<file path="config.mk">
export PLATFORM = sky130hd
export DESIGN_NAME = vend_change_ctrl_flat
export DESIGN_NICKNAME = d
export VERILOG_FILES = /design/src/rtl/vend_pkg.sv /design/src/rtl/vend_change_ctrl_if.sv /design/src/rtl/vend_change_ctrl_credit_counter.sv /design/src/rtl/vend_change_ctrl.sv /design/src/flat_wrapper.sv
export SDC_FILE = /design/constraint.sdc
export NUM_CORES = 1
export LEC_CHECK = 0
export CAP_MARGIN = 30
export CORE_AREA = 2 2 39 41
export CTS_BUF_LIST = sky130_fd_sc_hd__clkbuf_2
export DETAILED_ROUTE_END_ITERATION = 8
export DIE_AREA = 0 0 41 43
export MAX_ROUTING_LAYER = met4
export PLACE_DENSITY_LB_ADDON = 0.1
export RECOVER_POWER = 100
export SETUP_SLACK_MARGIN = 0.02
export SLEW_MARGIN = 20
export SYNTH_ARGS = -nofsm -noshare
export SYNTH_HDL_FRONTEND = slang
export SYNTH_SLANG_ARGS = --single-unit
</file>
<file path="constraint.sdc">
create_clock -name clk -period 1.92 [get_ports clk]
set_input_delay 0.576 -clock clk [delete_from_list [all_inputs] [get_ports clk]]
set_output_delay 0.576 -clock clk [all_outputs]
set_load 0.005 [all_outputs]
</file>
<file path="src/rtl/vend_pkg.sv">
// Shared constants for the coin-credit vending controller: FSM state
// encodings, accepted coin codes and a coin legality helper.
package vend_pkg;

   // FSM state encodings; 2'b11 is unused and recovers to COLLECT.
   localparam logic [1:0] COLLECT = 2'b00;
   localparam logic [1:0] VEND    = 2'b01;
   localparam logic [1:0] CHANGE  = 2'b10;

   // Coin codes the front end may present on coin_val.
   localparam logic [1:0] COIN_1 = 2'd1;
   localparam logic [1:0] COIN_2 = 2'd2;

   // A coin is accepted only when it carries one of the known denominations.
   function automatic logic coin_is_legal(input logic [1:0] val);
      return (val == COIN_1) || (val == COIN_2);
   endfunction

endpackage

</file>
<file path="src/rtl/vend_change_ctrl_if.sv">
// Coin front end <-> vending controller signal bundle.
// master: front end / stimulus side; slave: the controller.
interface vend_change_ctrl_if #(
   parameter int CREDIT_W = 3
);
   logic                coin_valid;
   logic [1:0]          coin_val;
   logic                cancel;
   logic [CREDIT_W-1:0] credit;
   logic                dispense;
   logic                change_pulse;
   logic                coin_reject;
   logic                busy;

   modport master (
      output coin_valid, coin_val, cancel,
      input  credit, dispense, change_pulse, coin_reject, busy
   );

   modport slave (
      input  coin_valid, coin_val, cancel,
      output credit, dispense, change_pulse, coin_reject, busy
   );
endinterface

</file>
<file path="src/rtl/vend_change_ctrl_credit_counter.sv">
// Credit register: up/down counter with add-coin, subtract-price and
// decrement-by-one controls. Clear has top priority, then subtract,
// decrement and add; the FSM never requests more than one at a time.
module credit_counter #(
   parameter int PRICE    = 5,
   parameter int CREDIT_W = 3
) (
   input  logic                clk,
   input  logic                rst,
   input  logic                clr_i,
   input  logic                add_en_i,
   input  logic [1:0]          add_val_i,
   input  logic                sub_price_en_i,
   input  logic                dec_en_i,
   output logic [CREDIT_W-1:0] count_o
);
   localparam logic [CREDIT_W-1:0] PRICE_W = CREDIT_W'(PRICE);

   logic [CREDIT_W-1:0] count_q;
   logic [CREDIT_W-1:0] count_d;

   // Select the next credit value from the single active control.
   always_comb begin
      count_d = count_q;
      if (clr_i) begin
         count_d = {CREDIT_W{1'b0}};
      end else if (sub_price_en_i) begin
         count_d = count_q - PRICE_W;
      end else if (dec_en_i) begin
         count_d = count_q - CREDIT_W'(1);
      end else if (add_en_i) begin
         count_d = count_q + CREDIT_W'(add_val_i);
      end else begin
         count_d = count_q;
      end
   end

   // Credit storage, cleared asynchronously by rst.
   always_ff @(posedge clk or posedge rst) begin
      if (rst) begin
         count_q <= {CREDIT_W{1'b0}};
      end else begin
         count_q <= count_d;
      end
   end

   assign count_o = count_q;
endmodule

</file>
<file path="src/rtl/vend_change_ctrl.sv">
// Coin-credit vending controller. Collects coins into the credit counter,
// releases an item for one cycle once credit reaches PRICE, then pays any
// remainder (or a cancelled credit) back as back-to-back change pulses.
module vend_change_ctrl
   import vend_pkg::*;
#(
   parameter int PRICE    = 5,
   parameter int CREDIT_W = 3
) (
   input logic             clk,
   input logic             rst,
   vend_change_ctrl_if.slave bus
);
   // Credit peaks at PRICE+1 (PRICE-1 plus a 2-unit coin) and must not wrap.
   if ((PRICE < 1) || (PRICE > (2 ** CREDIT_W) - 2)) begin : g_bad_price
      $error("vend_change_ctrl: PRICE must lie in 1..2**CREDIT_W-2");
   end

   localparam logic [CREDIT_W:0]   PRICE_X = (CREDIT_W + 1)'(PRICE);
   localparam logic [CREDIT_W-1:0] PRICE_W = CREDIT_W'(PRICE);

   logic [1:0]          state_q;
   logic [1:0]          state_d;
   logic                reject_q;
   logic                reject_d;
   logic [CREDIT_W-1:0] credit_s;
   logic [CREDIT_W:0]   sum_s;
   logic                coin_ok_s;
   logic                add_en_s;
   logic                sub_en_s;
   logic                dec_en_s;
   logic                clr_s;

   assign coin_ok_s = bus.coin_valid && coin_is_legal(bus.coin_val);
   assign sum_s     = {1'b0, credit_s} + (CREDIT_W + 1)'(bus.coin_val);

   // Next-state and counter-control decode; coins are only taken in COLLECT.
   always_comb begin
      state_d  = state_q;
      reject_d = 1'b0;
      add_en_s = 1'b0;
      sub_en_s = 1'b0;
      dec_en_s = 1'b0;
      clr_s    = 1'b0;
      case (state_q)
         COLLECT: begin
            if (coin_ok_s) begin
               add_en_s = 1'b1;
               // Coin is counted before cancel is considered: vend wins.
               if (sum_s >= PRICE_X) begin
                  state_d = VEND;
               end else if (bus.cancel) begin
                  state_d = CHANGE;
               end else begin
                  state_d = COLLECT;
               end
            end else begin
               reject_d = bus.coin_valid;
               if (bus.cancel && (credit_s != {CREDIT_W{1'b0}})) begin
                  state_d = CHANGE;
               end else begin
                  state_d = COLLECT;
               end
            end
         end
         VEND: begin
            reject_d = bus.coin_valid;
            sub_en_s = 1'b1;
            if (credit_s > PRICE_W) begin
               state_d = CHANGE;
            end else begin
               state_d = COLLECT;
            end
         end
         CHANGE: begin
            reject_d = bus.coin_valid;
            dec_en_s = (credit_s != {CREDIT_W{1'b0}});
            if (credit_s > CREDIT_W'(1)) begin
               state_d = CHANGE;
            end else begin
               state_d = COLLECT;
            end
         end
         default: begin
            clr_s   = 1'b1;
            state_d = COLLECT;
         end
      endcase
   end

   // State and coin-reject registers.
   always_ff @(posedge clk or posedge rst) begin
      if (rst) begin
         state_q  <= COLLECT;
         reject_q <= 1'b0;
      end else begin
         state_q  <= state_d;
         reject_q <= reject_d;
      end
   end

   credit_counter #(
      .PRICE    (PRICE),
      .CREDIT_W (CREDIT_W)
   ) u_credit (
      .clk            (clk),
      .rst            (rst),
      .clr_i          (clr_s),
      .add_en_i       (add_en_s),
      .add_val_i      (bus.coin_val),
      .sub_price_en_i (sub_en_s),
      .dec_en_i       (dec_en_s),
      .count_o        (credit_s)
   );

   // Actuator outputs come straight from the state register.
   assign bus.credit       = credit_s;
   assign bus.dispense     = (state_q == VEND);
   assign bus.change_pulse = (state_q == CHANGE);
   assign bus.busy         = (state_q == VEND) || (state_q == CHANGE);
   assign bus.coin_reject  = reject_q;
endmodule

</file>
<file path="src/flat_wrapper.sv">
// flat-port wrapper written by rule: the top's interface ports become plain ports
module vend_change_ctrl_flat import vend_pkg::*;
#(
   parameter int PRICE    = 5,
   parameter int CREDIT_W = 3
)
  (clk, rst, bus_coin_valid, bus_coin_val, bus_cancel, bus_credit, bus_dispense, bus_change_pulse, bus_coin_reject, bus_busy);
  vend_change_ctrl_if #(.CREDIT_W(CREDIT_W)) bus_i ();
  input logic clk;
  input logic rst;
  input wire logic [$bits(bus_i.coin_valid)-1:0] bus_coin_valid;
  input wire logic [$bits(bus_i.coin_val)-1:0] bus_coin_val;
  input wire logic [$bits(bus_i.cancel)-1:0] bus_cancel;
  output wire logic [$bits(bus_i.credit)-1:0] bus_credit;
  output wire logic [$bits(bus_i.dispense)-1:0] bus_dispense;
  output wire logic [$bits(bus_i.change_pulse)-1:0] bus_change_pulse;
  output wire logic [$bits(bus_i.coin_reject)-1:0] bus_coin_reject;
  output wire logic [$bits(bus_i.busy)-1:0] bus_busy;
  assign bus_i.coin_valid = bus_coin_valid;
  assign bus_i.coin_val = bus_coin_val;
  assign bus_i.cancel = bus_cancel;
  assign bus_credit = bus_i.credit;
  assign bus_dispense = bus_i.dispense;
  assign bus_change_pulse = bus_i.change_pulse;
  assign bus_coin_reject = bus_i.coin_reject;
  assign bus_busy = bus_i.busy;
  vend_change_ctrl #(.PRICE(PRICE), .CREDIT_W(CREDIT_W)) u_core (.clk(clk), .rst(rst), .bus(bus_i));
endmodule
</file>
## Yosys cells after proc, flatten, opt, wreduce, memory -nomap -nowiden

Cells that the tools add are included.

| storage, ports and cells | value |
|---|---|
| flip-flop bits (word level) | 6 |
| input port bits | 6 |

| cells by class | value |
|---|---|
| add/subtract/negate cells | 4 |
| $lt $le $gt $ge | 3 |
| equality and inequality tests | 5 |
| multiplexer cells | 17 |
| reduce and logical (&&, ||, !) cells | 8 |

Operators by type and width:

| operator | number |
|---|---|
| $mux 2 | 6 |
| $mux 3 | 4 |
| $pmux 2 s3 | 1 |
| $mux 1 | 5 |
| $add 3x2->4 | 1 |
| $eq 2x1->1 const B | 2 |
| $eq 2x2->1 const B | 2 |
| $ge 4x3->1 const B | 1 |
| $ne 4x1->1 const B | 1 |
| $add 3x2->3 | 1 |
| $gt 3x1->1 const B | 1 |
| $gt 3x3->1 const B | 1 |
| $reduce_bool 3->1 | 1 |
| $reduce_or 3->1 | 1 |
| $sub 3x1->3 const B | 1 |
| $sub 3x3->3 const B | 1 |
| $logic_and 1x1->1 | 2 |
| $logic_not 2->1 | 1 |
| $logic_or 1x1->1 | 2 |
| $pmux 1 s2 | 1 |
| $reduce_or 2->1 | 1 |

## Longest topological paths before layout

Gate-level depths: netlist of run 1.

| depth | value |
|---|---|
| depth after elaboration | 9 |
| depth in mapped cells | 6 |

## By module

Synthesis of run 1 repeated with hierarchy kept, for this count alone.

| second synthesis, totals | value |
|---|---|
| cells, all modules | 63 |
| area, all modules | 613.1 um^2 |

Modules (own cells, without submodules):

| module | times used | cells each | area each (um^2) | sequential area each (um^2) |
|---|---|---|---|---|
| vend_change_ctrl | 1 | 36 | 346.6 | 75.1 |
| credit_counter | 1 | 27 | 266.5 | 75.1 |

## Worst setup path after synthesis of run 1

Ideal clock, no wire load.

| path | value |
|---|---|
| path type | input to register |
| from | input bus_coin_val[0] |
| to | register u_core.state_q[1] |
| setup time | 128 ps |
| arrival | 1,784 ps |
| data required time | 1,792 ps |
| slack | 9 ps |
| stages | 6 |
| buffers on the path | 0 |
| cell sequence | ha_1 fa_1 xnor2_1 o22a_1 a311oi_1 nor3_1 |

| on the way | value |
|---|---|
| cells in the longest elaborated chain, start to end | 5 |
| elaborated cells between the ends (all ways) | 9 |
| classes of those cells | 1 x add/sub; 1 x order compare; 2 x eq/ne; 3 x mux; 2 x reduce/logical |

RTL lines:

| element | line | RTL |
|---|---|---|
| start, declared | flat_wrapper.sv:12 | `input wire logic [$bits(bus_i.coin_val)-1:0] bus_coin_val;` |
| $add 3x2->4 (tied with other cells) | vend_change_ctrl.sv:35 | `assign sum_s = {1'b0, credit_s} + (CREDIT_W + 1)'(bus.coin_val);` |
| $ge 4x3->1 / $logic_or 1x1->1 (equally long branches) | vend_change_ctrl.sv:50, vend_pkg.sv:16 |  |
| $mux 2 / $logic_and 1x1->1 (equally long branches) | vend_change_ctrl.sv:50, vend_change_ctrl.sv:34 |  |
| $mux 2 * | vend_change_ctrl.sv:47 | `if (coin_ok_s) begin` |
| $pmux 2 s3 * | vend_change_ctrl.sv:45 | `case (state_q)` |
| via u_core.state_d[1] | vend_change_ctrl.sv:23 | `logic [1:0] state_d;` |
| end signal, assigned | vend_change_ctrl.sv:97 | `state_q <= state_d;` |
| end, declared | vend_change_ctrl.sv:22 | `logic [1:0] state_q;` |

Mark *: on every way through the listed nets, which the timed path passes. The rest lies on a longest branch.
A chain may end at the register's enable or synchronous reset.

## Worst setup path in the final report of run 1

| path | value |
|---|---|
| from | register u_core.u_credit.count_q[0], in the netlist u_core.u_credit.count_o[0] |
| to | output bus_credit[0] |

RTL lines:

| element | line | RTL |
|---|---|---|
| start, declared | vend_change_ctrl_credit_counter.sv:19 | `logic [CREDIT_W-1:0] count_q;` |
| start signal, assigned | vend_change_ctrl_credit_counter.sv:41 | `count_q <= {CREDIT_W{1'b0}};` |
| start signal, assigned | vend_change_ctrl_credit_counter.sv:43 | `count_q <= count_d;` |
| end, declared | flat_wrapper.sv:14 | `output wire logic [$bits(bus_i.credit)-1:0] bus_credit;` |

No word-level cell between the ends.

==> results.sh, run 1 <==
export IMPL_num_vias=523
export IMPL_max_cap_viol_count=0
export IMPL_grt_pass1_wl_microns=2130
export IMPL_setup_ws_ps=61.1
export IMPL_rows=14
export IMPL_cts_tree="done"
export IMPL_ir_worst_vdd_mv=0.788
export IMPL_cp_max_fo=3
export IMPL_die_h_microns=43
export IMPL_grt_ovfl_total=0
export IMPL_avgSynthCellArea_sq_um=10.1
export IMPL_initial_core_util_pct=42.9
export IMPL_critPathArrivalTime_ps=1280
export IMPL_coreArea_sq_um=1380
export IMPL_power_density_nw_per_um2=1530
export IMPL_relSlewSlack_pct=74.4
export IMPL_wl_microns=1310
export IMPL_dieArea_sq_um=1760
export IMPL_cts_max_level=1
export IMPL_grt_pass1_vias=505
export IMPL_antenna_found_initial=0
export IMPL_power_internal_mw=0.716
export IMPL_cts_sinks=6
export IMPL_cp_end_kind="primary output"
export IMPL_synth_area_sq_um=594
export IMPL_numCtsBuffers=3
export IMPL_syn_nets=75
export IMPL_setup_viol=0
export IMPL_ys_types=30
export IMPL_seq_power_share_pct=19.2
export IMPL_ys_seq_area_share_pct=25.3
export IMPL_dp_worst_setup_slack_ps=-530
export IMPL_rsz0062_at_grt="false"
export IMPL_cts_clk_slew_worst_paths_ps=60
export IMPL_finalCritPeriodShare_pct=96.8
export IMPL_area_delta_synth_final_pct=35.8
export IMPL_grt_max_degree=9
export IMPL_comb_power_share_pct=73.9
export IMPL_clk_latency_ps=220
export IMPL_skew_ps=7.81
export IMPL_diodes=0
export IMPL_place_gp_congestion=0.754
export IMPL_run_status="finished clean"
export IMPL_ys_warn_count=0
export IMPL_ys_ff_latch=6
export IMPL_critPathKind="flop to primary output"
export IMPL_first_pass_iters=5
export IMPL_reg2reg_depth=6
export IMPL_p_leak_nw=0.392
export IMPL_power_frac_clock_pct=6.9
export IMPL_drcViolationCount=0
export IMPL_drive_above_1_share_pct=21.2
export IMPL_start_kind="flop"
export IMPL_io_pins=13
export IMPL_fmax_mhz=538
export IMPL_required_ps=1340
export IMPL_finalMaxSlewViolations=0
export IMPL_power_switching_mw=0.517
export IMPL_fin_cells=101
export IMPL_fin_util_pct=58.3
export IMPL_tightest_slew_ps=382
export IMPL_die_x_microns=41
export IMPL_worst_r2r_setup_slack_ps=140
export IMPL_hold_path_class="input port to async pin"
export IMPL_setup_tns_ps=0
export IMPL_synth_edf_count=0
export IMPL_swShare_pct=41.9
export IMPL_async_flop_share_pct=100
export IMPL_dpl_cell_count=97
export IMPL_syn_inst=59
export IMPL_io_buffer_count=12
export IMPL_antenna_left=0
export IMPL_dpl_hpwl_microns=1070
export IMPL_synth_flop_cell="dfrtp_1"
export IMPL_root_buffer="clkbuf_2"
export IMPL_fin_crit_ps=1860
export IMPL_final_nets=103
export IMPL_n_fill_cell=131
export IMPL_final_hold_violation_count=0
export IMPL_clk_path_buf_depth=2
export IMPL_holdWs_ps=707
export IMPL_wl_per_cell_microns=12.9
export IMPL_first_iter_violations=9
export IMPL_via_per_inst=5.18
export IMPL_grtUsageTotal_pct=18.2
## through the flow
stage	instance area [sq um]	total power, mW
6_report	807	1.23
5_1_grt	807	1.36
4_1_cts	840	1.30
3_5_place_dp	808	1.20
3_3_place_gp	808	1.18
2_1_floorplan	597	0.832
## path summary, 6_finish.rpt
kind,startpoint,endpoint
min in group clk,u_core.u_credit.count_o[0],u_core.u_credit.count_o[0]
max in group asynchronous,rst,u_core.state_q[0]
max reg2reg,u_core.u_credit.count_o[0],u_core.state_q[1]
max,u_core.u_credit.count_o[0],bus_credit[0]
min,rst,u_core.state_q[1]
min reg2reg,u_core.u_credit.count_o[0],u_core.u_credit.count_o[0]
## power groups by stage
stage               logic, mW  clock network, mW  registers, mW
global placement        0.951                  0          0.231
detailed placement      0.960                  0          0.235
floorplan               0.591                  0          0.241
CTS                     0.976             0.0882          0.239
finish                  0.911             0.0847          0.237
global route             1.02             0.0985          0.243
## worst max-delay path, stage by stage (launching register included)
cell	delay, ps
dfrtp_1	400
clkbuf_1	160
clkdlybuf4s50_1	510
## kinds of logic after synthesis
logic type	count (synthesis)	synth area share [%]
AOI/OAI and AO/OA	18	23.4
and+or+nand+nor	11	12.8
adders and majority gates	10	22.3
buffers and inverters	9	6.95
DFF	6	25.3
muxes	3	5.05
xor gates and xnor gates	2	4.21
## registers in the layout (all words and copies together), names as in the netlist
| signal | flops |
|---|---|
| u_core.state_q | 2 |
| u_core.u_credit.count_o | 3 |
| u_core.bus.coin_reject | 1 |
## cells in the final DEF, fill, tap and decap left out, types with 2 or more instances in the layout
cell	count
ha_1	8
nor3_1	2
dfrtp_1	6
clkdlybuf4s50_1	4
clkbuf_2	3
mux2i_1	3
a31oi_1	2
a21boi_0	2
a21oi_1	4
dlygate4sd2_1	4
inv_1	8
nor3b_1	2
clkbuf_1	3
dlygate4sd3_1	3
o21ai_0	2
buf_4	9
## cells in the mapped netlist (2+ instances only)
| master | number | area share, % |
|---|---|---|
| mux2i_1 | 3 | 5.1 |
| dfrtp_1 | 6 | 25 |
| a21oi_1 | 4 | 3.4 |
| a31oi_1 | 2 | 2.1 |
| o21ai_0 | 2 | 1.7 |
| ha_1 | 9 | 19 |
| inv_1 | 8 | 5.1 |
| nor3_1 | 2 | 1.7 |
| nor3b_1 | 2 | 2.5 |
## area by class of cell
| class | count | area (sq um) | share of cell area, % |
|---|---|---|---|
| multi-input cells | 44 | 403 | 49.9 |
| well taps | 16 | 20.0 | 2.48 |
| repair buffers | 24 | 189 | 23.4 |
| inverters | 8 | 30.0 | 3.72 |
| clock buffers | 3 | 15.0 | 1.86 |
| flip-flops and latches | 6 | 150 | 18.6 |
## repair_timing
| action | 4_1_cts | 5_1_grt |
|---|---|---|
| hold buffers | 0 | 0 |
| pin swaps | 4 | 4 |
| buffers inserted | 1 | 0 |
| cloned | 0 | 0 |
| setup endpoints to repair | 7 | 1 |
| resized for setup | 9 | 1 |
## per-layer routing
layer | up-vias | share of wire (%) | routed length [microns] | track usage (%)
met5 | - | 0 | 0 | -
met4 | 0 | 0 | 0 | 4.00
met3 | 0 | 3.8 | 49 | 4.71
met2 | 14 | 51 | 662 | 28.4
met1 | 245 | 45 | 593 | 23.0
li1 | 264 | - | - | -
Power figures use the tool's default switching activity.
==> run 2: changes to the inputs <==
- clock period: 1.92 -> 1.6 ns (I/O delays scaled with it)
==> run 2 against run 1 <==
Against the previous run:
- largest cell class unchanged
- the run now ends with negative setup slack left
- core utilization up 12 points
- combinational power is 71% higher
- clock power up 26%
- critical endpoint is now u_core.state_q[1]
==> results.sh, run 2 (synthesis results as in run 1) <==
export IMPL_largest_reg_flops=3
export IMPL_crit_start="u_core.u_credit.count_o[0]"
export IMPL_power_density_nw_per_um2=2010
export IMPL_rows=14
export IMPL_grtUsageTotal_pct=19.5
export IMPL_final_nets=111
export IMPL_cts_tree="done"
export IMPL_initial_core_util_pct=42.9
export IMPL_cts_clk_slew_worst_paths_ps=60
export IMPL_numCtsBuffers=3
export IMPL_place_gp_congestion=0.731
export IMPL_met1_length_microns=641
export IMPL_grt_max_degree=9
export IMPL_final_hold_violation_count=0
export IMPL_finalMaxSlewViolations=0
export IMPL_grt_pass1_wl_microns=2200
export IMPL_dpl_cell_count=101
export IMPL_cts_max_level=1
export IMPL_coreArea_sq_um=1380
export IMPL_power_switching_mw=0.800
export IMPL_p_leak_nw=0.443
export IMPL_holdWs_ps=601
export IMPL_io_pins=13
export IMPL_start_kind="flop"
export IMPL_wl_per_cell_microns=14.7
export IMPL_run_status="finished with violations"
export IMPL_power_internal_mw=1.15
export IMPL_setup_viol=5
export IMPL_fin_cells=109
export IMPL_violations="negative setup slack"
export IMPL_critPathArrivalTime_ps=1870
export IMPL_finalCritPeriodShare_pct=110
export IMPL_hold_path_class="input port to async pin"
export IMPL_root_buffer="clkbuf_2"
export IMPL_first_iter_violations=11
export IMPL_rsz0062_at_grt="true"
export IMPL_fin_crit_ps=1760
export IMPL_die_h_microns=43
export IMPL_via_per_inst=5.18
export IMPL_dieArea_sq_um=1760
export IMPL_clk_path_buf_depth=2
export IMPL_drive_above_1_share_pct=47.3
export IMPL_die_x_microns=41
export IMPL_tightest_slew_ps=379
export IMPL_seq_power_share_pct=14.1
export IMPL_fmax_mhz=569
export IMPL_cts_hold_buffers=0
export IMPL_area_delta_synth_final_pct=62.9
export IMPL_setup_ws_ps=-157
export IMPL_r2r_start="u_core.u_credit.count_o[0]"
export IMPL_wl_met2_microns=867
export IMPL_io_buffer_count=12
export IMPL_power_frac_clock_pct=5.5
export IMPL_relSlewSlack_pct=74.4
export IMPL_antenna_found_initial=0
export IMPL_num_vias=565
export IMPL_setup_tns_ps=-438
export IMPL_swShare_pct=41.1
export IMPL_top_layer="met4"
export IMPL_clk_latency_ps=230
export IMPL_ir_worst_vdd_mv=0.907
export IMPL_dr_wl_met3_microns=59
export IMPL_cp_end_kind="flop"
export IMPL_antenna_left=0
export IMPL_diodes=0
export IMPL_max_cap_viol_count=0
export IMPL_cts_sinks=6
export IMPL_worst_r2r_setup_slack_ps=-160
export IMPL_cp_max_fo=2
export IMPL_finalPower_mw=1.95
export IMPL_layout_commonest_cell="buf_4"
export IMPL_final_cell_mix="14 x buf_4, 6 x clkbuf_2, 6 x dfrtp_1"
export IMPL_required_ps=1710
export IMPL_grt_ovfl_total=0
export IMPL_wl_microns=1600
export IMPL_critPathKind="flop to flop"
export IMPL_dp_worst_setup_slack_ps=-722
export IMPL_first_pass_iters=4
export IMPL_comb_power_share_pct=80.4
export IMPL_grt_pass1_vias=518
export IMPL_drcViolationCount=0
export IMPL_dpl_hpwl_microns=1020
export IMPL_skew_ps=0.189
## run 2: cell types whose count changed in the layout (fill, tap and decap cells not counted), sizes merged
cell | before | now
dlygate4sd2 | 4 | 2
buf | 10 | 21
clkdlybuf4s25 | 0 | 1
dlygate4sd3 | 3 | 1
## run 2: through the flow
stage | area [sq um] | utilization, %
3_5_place_dp | 851 | 61.5
6_report | 968 | 70.0
2_1_floorplan | 609 | -
4_1_cts | 937 | 67.7
5_1_grt | 968 | 70.0
3_3_place_gp | 851 | 61.5
## run 2: final timing paths
path / endpoint / depth (start not counted)
worst max-delay path: u_core.state_q[1] / 6
max in group asynchronous: u_core.u_credit.count_o[1] / 2
min in group clk: u_core.u_credit.count_o[0] / 2
worst max register to register: u_core.state_q[1] / 6
worst min register to register: u_core.u_credit.count_o[0] / 2
worst min-delay path: u_core.bus.coin_reject / 2
## run 2: timing repair
item                       in CTS  in global routing
pin swaps                       7                  3
setup buffers                   5                  0
gates resized for setup        31                 11
gates cloned                    0                  0
setup endpoints to repair      11                  9
## run 2: power by group through the flow
stage | Combinational [mW] | Clock (mW) | Sequential, mW
2_1_floorplan | 0.723 | 0 | 0.295
3_3_place_gp | 1.25 | 0 | 0.271
3_5_place_dp | 1.25 | 0 | 0.272
4_1_cts | 1.41 | 0.112 | 0.275
5_1_grt | 1.70 | 0.114 | 0.279
6_report | 1.56 | 0.107 | 0.274
## run 2: worst max-delay path, stage by stage, from the launching register on
cell      delay [ps]
dfrtp_1          400
ha_4             170
fa_2             520
nor2_1            50
o22a_1           200
a311oi_2         220
nor3_1            70
## run 2: layer usage
layer | global-route usage (%) | up-vias
met5 | - | -
met4 | 12.0 | 0
met3 | 1.57 | 4
met2 | 30.0 | 20
met1 | 23.5 | 260
li1 | - | 281
## run 2: cell type report
cell class                 instances  area [sq um]
multi-input combinational         44           488
inverter                           8          37.5
tap                               16          20.0
fill                             107           415
sequential                         6           150
timing repair buffer              32           258
clock buffer                       3          15.0
==> run 3: changes to the inputs <==
- CORE_AREA: 2 2 39 41 -> 8 8 45 47
- DIE_AREA: 0 0 41 43 -> 0 0 53 55
- SETUP_SLACK_MARGIN: 0.02 -> not set
- clock period: 1.6 -> 1.9 ns (I/O delays scaled with it)
==> run 3 against run 2 <==
Against the previous run:
- the run now ends clean
- final area is 17% lower
- non-clock buffer count is 9 lower
- routed wire length is 19% lower
- global-route usage is 8.4 points lower
- flip-flop and latch count stayed put
- first-iteration DRC count is 27% lower
- register-to-register slack better by 280 ps
- worst hold slack better by 3.4 ps
- die area is 65% higher
- power is 36% lower
- critical path type is now input port to flop
- largest power group unchanged
- highest routed layer is now met3
==> results.sh, run 3 (synthesis results as in run 1) <==
export IMPL_grt_ovfl_total=0
export IMPL_final_hold_violation_count=0
export IMPL_grt_pass1_wl_microns=2340
export IMPL_dp_worst_setup_slack_ps=-510
export IMPL_num_vias=519
export IMPL_fin_util_pct=57.8
export IMPL_clk_latency_ps=220
export IMPL_clk_path_buf_depth=2
export IMPL_crit_end="u_core.state_q[1]"
export IMPL_grt_pass1_vias=551
export IMPL_worst_r2r_setup_slack_ps=120
export IMPL_io_pins=13
export IMPL_setup_ws_ps=70.4
export IMPL_place_gp_congestion=0.795
export IMPL_path_cells="clkbuf_1 > ha_2 > fa_2 > nor2_1 > o22a_1 > a311oi_1 > nor3_1"
export IMPL_cts_tree="done"
export IMPL_drcViolationCount=0
export IMPL_area_delta_synth_final_pct=34.5
export IMPL_dpl_cell_count=97
export IMPL_cts_clk_slew_worst_paths_ps=60
export IMPL_fin_crit_ps=1830
export IMPL_critPathKind="input port to flop"
export IMPL_die_h_microns=55
export IMPL_drive_above_1_share_pct=21.4
export IMPL_numCtsBuffers=3
export IMPL_power_density_nw_per_um2=1550
export IMPL_finalPower_mw=1.24
export IMPL_wl_microns=1310
export IMPL_reg2reg_depth=6
export IMPL_finalCritPeriodShare_pct=96.3
export IMPL_root_buffer="clkbuf_2"
export IMPL_holdWs_ps=605
export IMPL_p_leak_nw=0.389
export IMPL_largest_reg_flops=3
export IMPL_cp_max_fo=2
export IMPL_timing_rr_end="u_core.state_q[1]"
export IMPL_diodes=0
export IMPL_die_x_microns=53
export IMPL_first_pass_iters=2
export IMPL_antenna_found_initial=0
export IMPL_skew_ps=5.13
export IMPL_critical_path_max_stage_delay_ps=550
export IMPL_ir_worst_vdd_mv=0.793
export IMPL_dpl_instance_area_sq_um=808
export IMPL_fin_cells=100
export IMPL_setup_tns_ps=0
export IMPL_final_nets=102
export IMPL_grtUsageTotal_pct=11.1
export IMPL_cts_hold_buffers=0
export IMPL_required_ps=2000
export IMPL_setup_viol=0
export IMPL_r2r_start="u_core.u_credit.count_o[0]"
export IMPL_cts_sinks=6
export IMPL_initial_core_util_pct=42.9
export IMPL_cp_slowest_cell="fa_2"
export IMPL_critPathArrivalTime_ps=1920
export IMPL_start_kind="input port"
export IMPL_tightest_slew_ps=405
export IMPL_run_status="finished clean"
export IMPL_path_buf_inv=1
export IMPL_fmax_mhz=547
export IMPL_final_cell_mix="8 x inv_1, 8 x ha_1, 8 x buf_4"
export IMPL_dieArea_sq_um=2920
export IMPL_dpl_hpwl_microns=1130
export IMPL_rsz0062_at_grt="false"
export IMPL_finalMaxSlewViolations=0
export IMPL_crit_cells=7
export IMPL_relSlewSlack_pct=72.9
export IMPL_rows=14
export IMPL_crit_start="bus_coin_val[0]"
export IMPL_io_buffer_count=12
export IMPL_design_area_sq_um=800
export IMPL_via_per_inst=5.19
export IMPL_max_cap_viol_count=0
export IMPL_cp_end_kind="flop"
export IMPL_coreArea_sq_um=1380
export IMPL_critical_path_top_delay_family="adder cells"
export IMPL_grt_max_degree=9
export IMPL_first_iter_violations=8
export IMPL_wl_per_cell_microns=13.1
export IMPL_antenna_left=0
export IMPL_cts_max_level=1
export IMPL_hold_path_class="flop to flop"
run 3: cell count changes in the layout (fill, tap and decap cells not counted), moves of 2 or more:
| cell | before | now |
|---|---|---|
| ha_4 | 5 | 0 |
| buf_6 | 4 | 0 |
| buf_2 | 3 | 0 |
| clkbuf_1 | 0 | 3 |
| inv_1 | 5 | 8 |
| dlygate4sd3_1 | 1 | 3 |
| buf_4 | 14 | 8 |
| ha_1 | 3 | 8 |
| clkbuf_2 | 6 | 3 |
| dlygate4sd2_1 | 2 | 4 |
run 3: where the power goes:
part | leakage (nW) | total, mW | switching (mW) | internal [mW]
Clock | 0.0125 | 0.0885 | 0.0456 | 0.0428
Sequential | 0.0737 | 0.230 | 0.0422 | 0.188
Combinational | 0.303 | 0.921 | 0.434 | 0.487
run 3: worst reg2reg max path, delay by kind of cell, from the launching register on:
kind	cells	cell delay, ps
AOI/OAI and AO/OA	2	410
adders and majority gates	2	740
DFF	1	390
and+or+nand+nor	2	120
run 3: how the worst min path moves through the flow:
stage	from	endpoint	slack, ps	cells after the start
finish	u_core.u_credit.count_o[0]	u_core.u_credit.count_o[0]	600	2
global route	u_core.u_credit.count_o[0]	u_core.u_credit.count_o[0]	650	2
CTS	rst	u_core.bus.coin_reject	570	2
detailed placement	u_core.u_credit.count_o[0]	u_core.u_credit.count_o[0]	580	2
global placement	u_core.u_credit.count_o[0]	u_core.u_credit.count_o[0]	580	2
floorplan	rst	u_core.bus.coin_reject	360	1
run 3: layer usage:
| metal | part of all wire (%) | up-vias | GRT usage, % |
|---|---|---|---|
| met5 | 0 | - | - |
| met4 | 0 | 0 | 5.17 |
| met3 | 2.6 | 0 | 3.74 |
| met2 | 52 | 6 | 18.9 |
| met1 | 45 | 250 | 11.4 |
| li1 | - | 263 | - |
run 3: cell type report:
| cell class | instances | area (sq um) |
|---|---|---|
| Clock buffer | 3 | 15.0 |
| Fill cell | 141 | 584 |
| Inverter | 8 | 30.0 |
| Multi-Input combinational cell | 44 | 400 |
| Sequential cell | 6 | 150 |
| Tap cell | 16 | 20.0 |
| Timing Repair Buffer | 23 | 184 |
run 3: timing repair:
action	in CTS	in global routing
buffers inserted	0	0
gates resized for setup	6	2
setup endpoints to repair	7	1
pin swaps	4	3
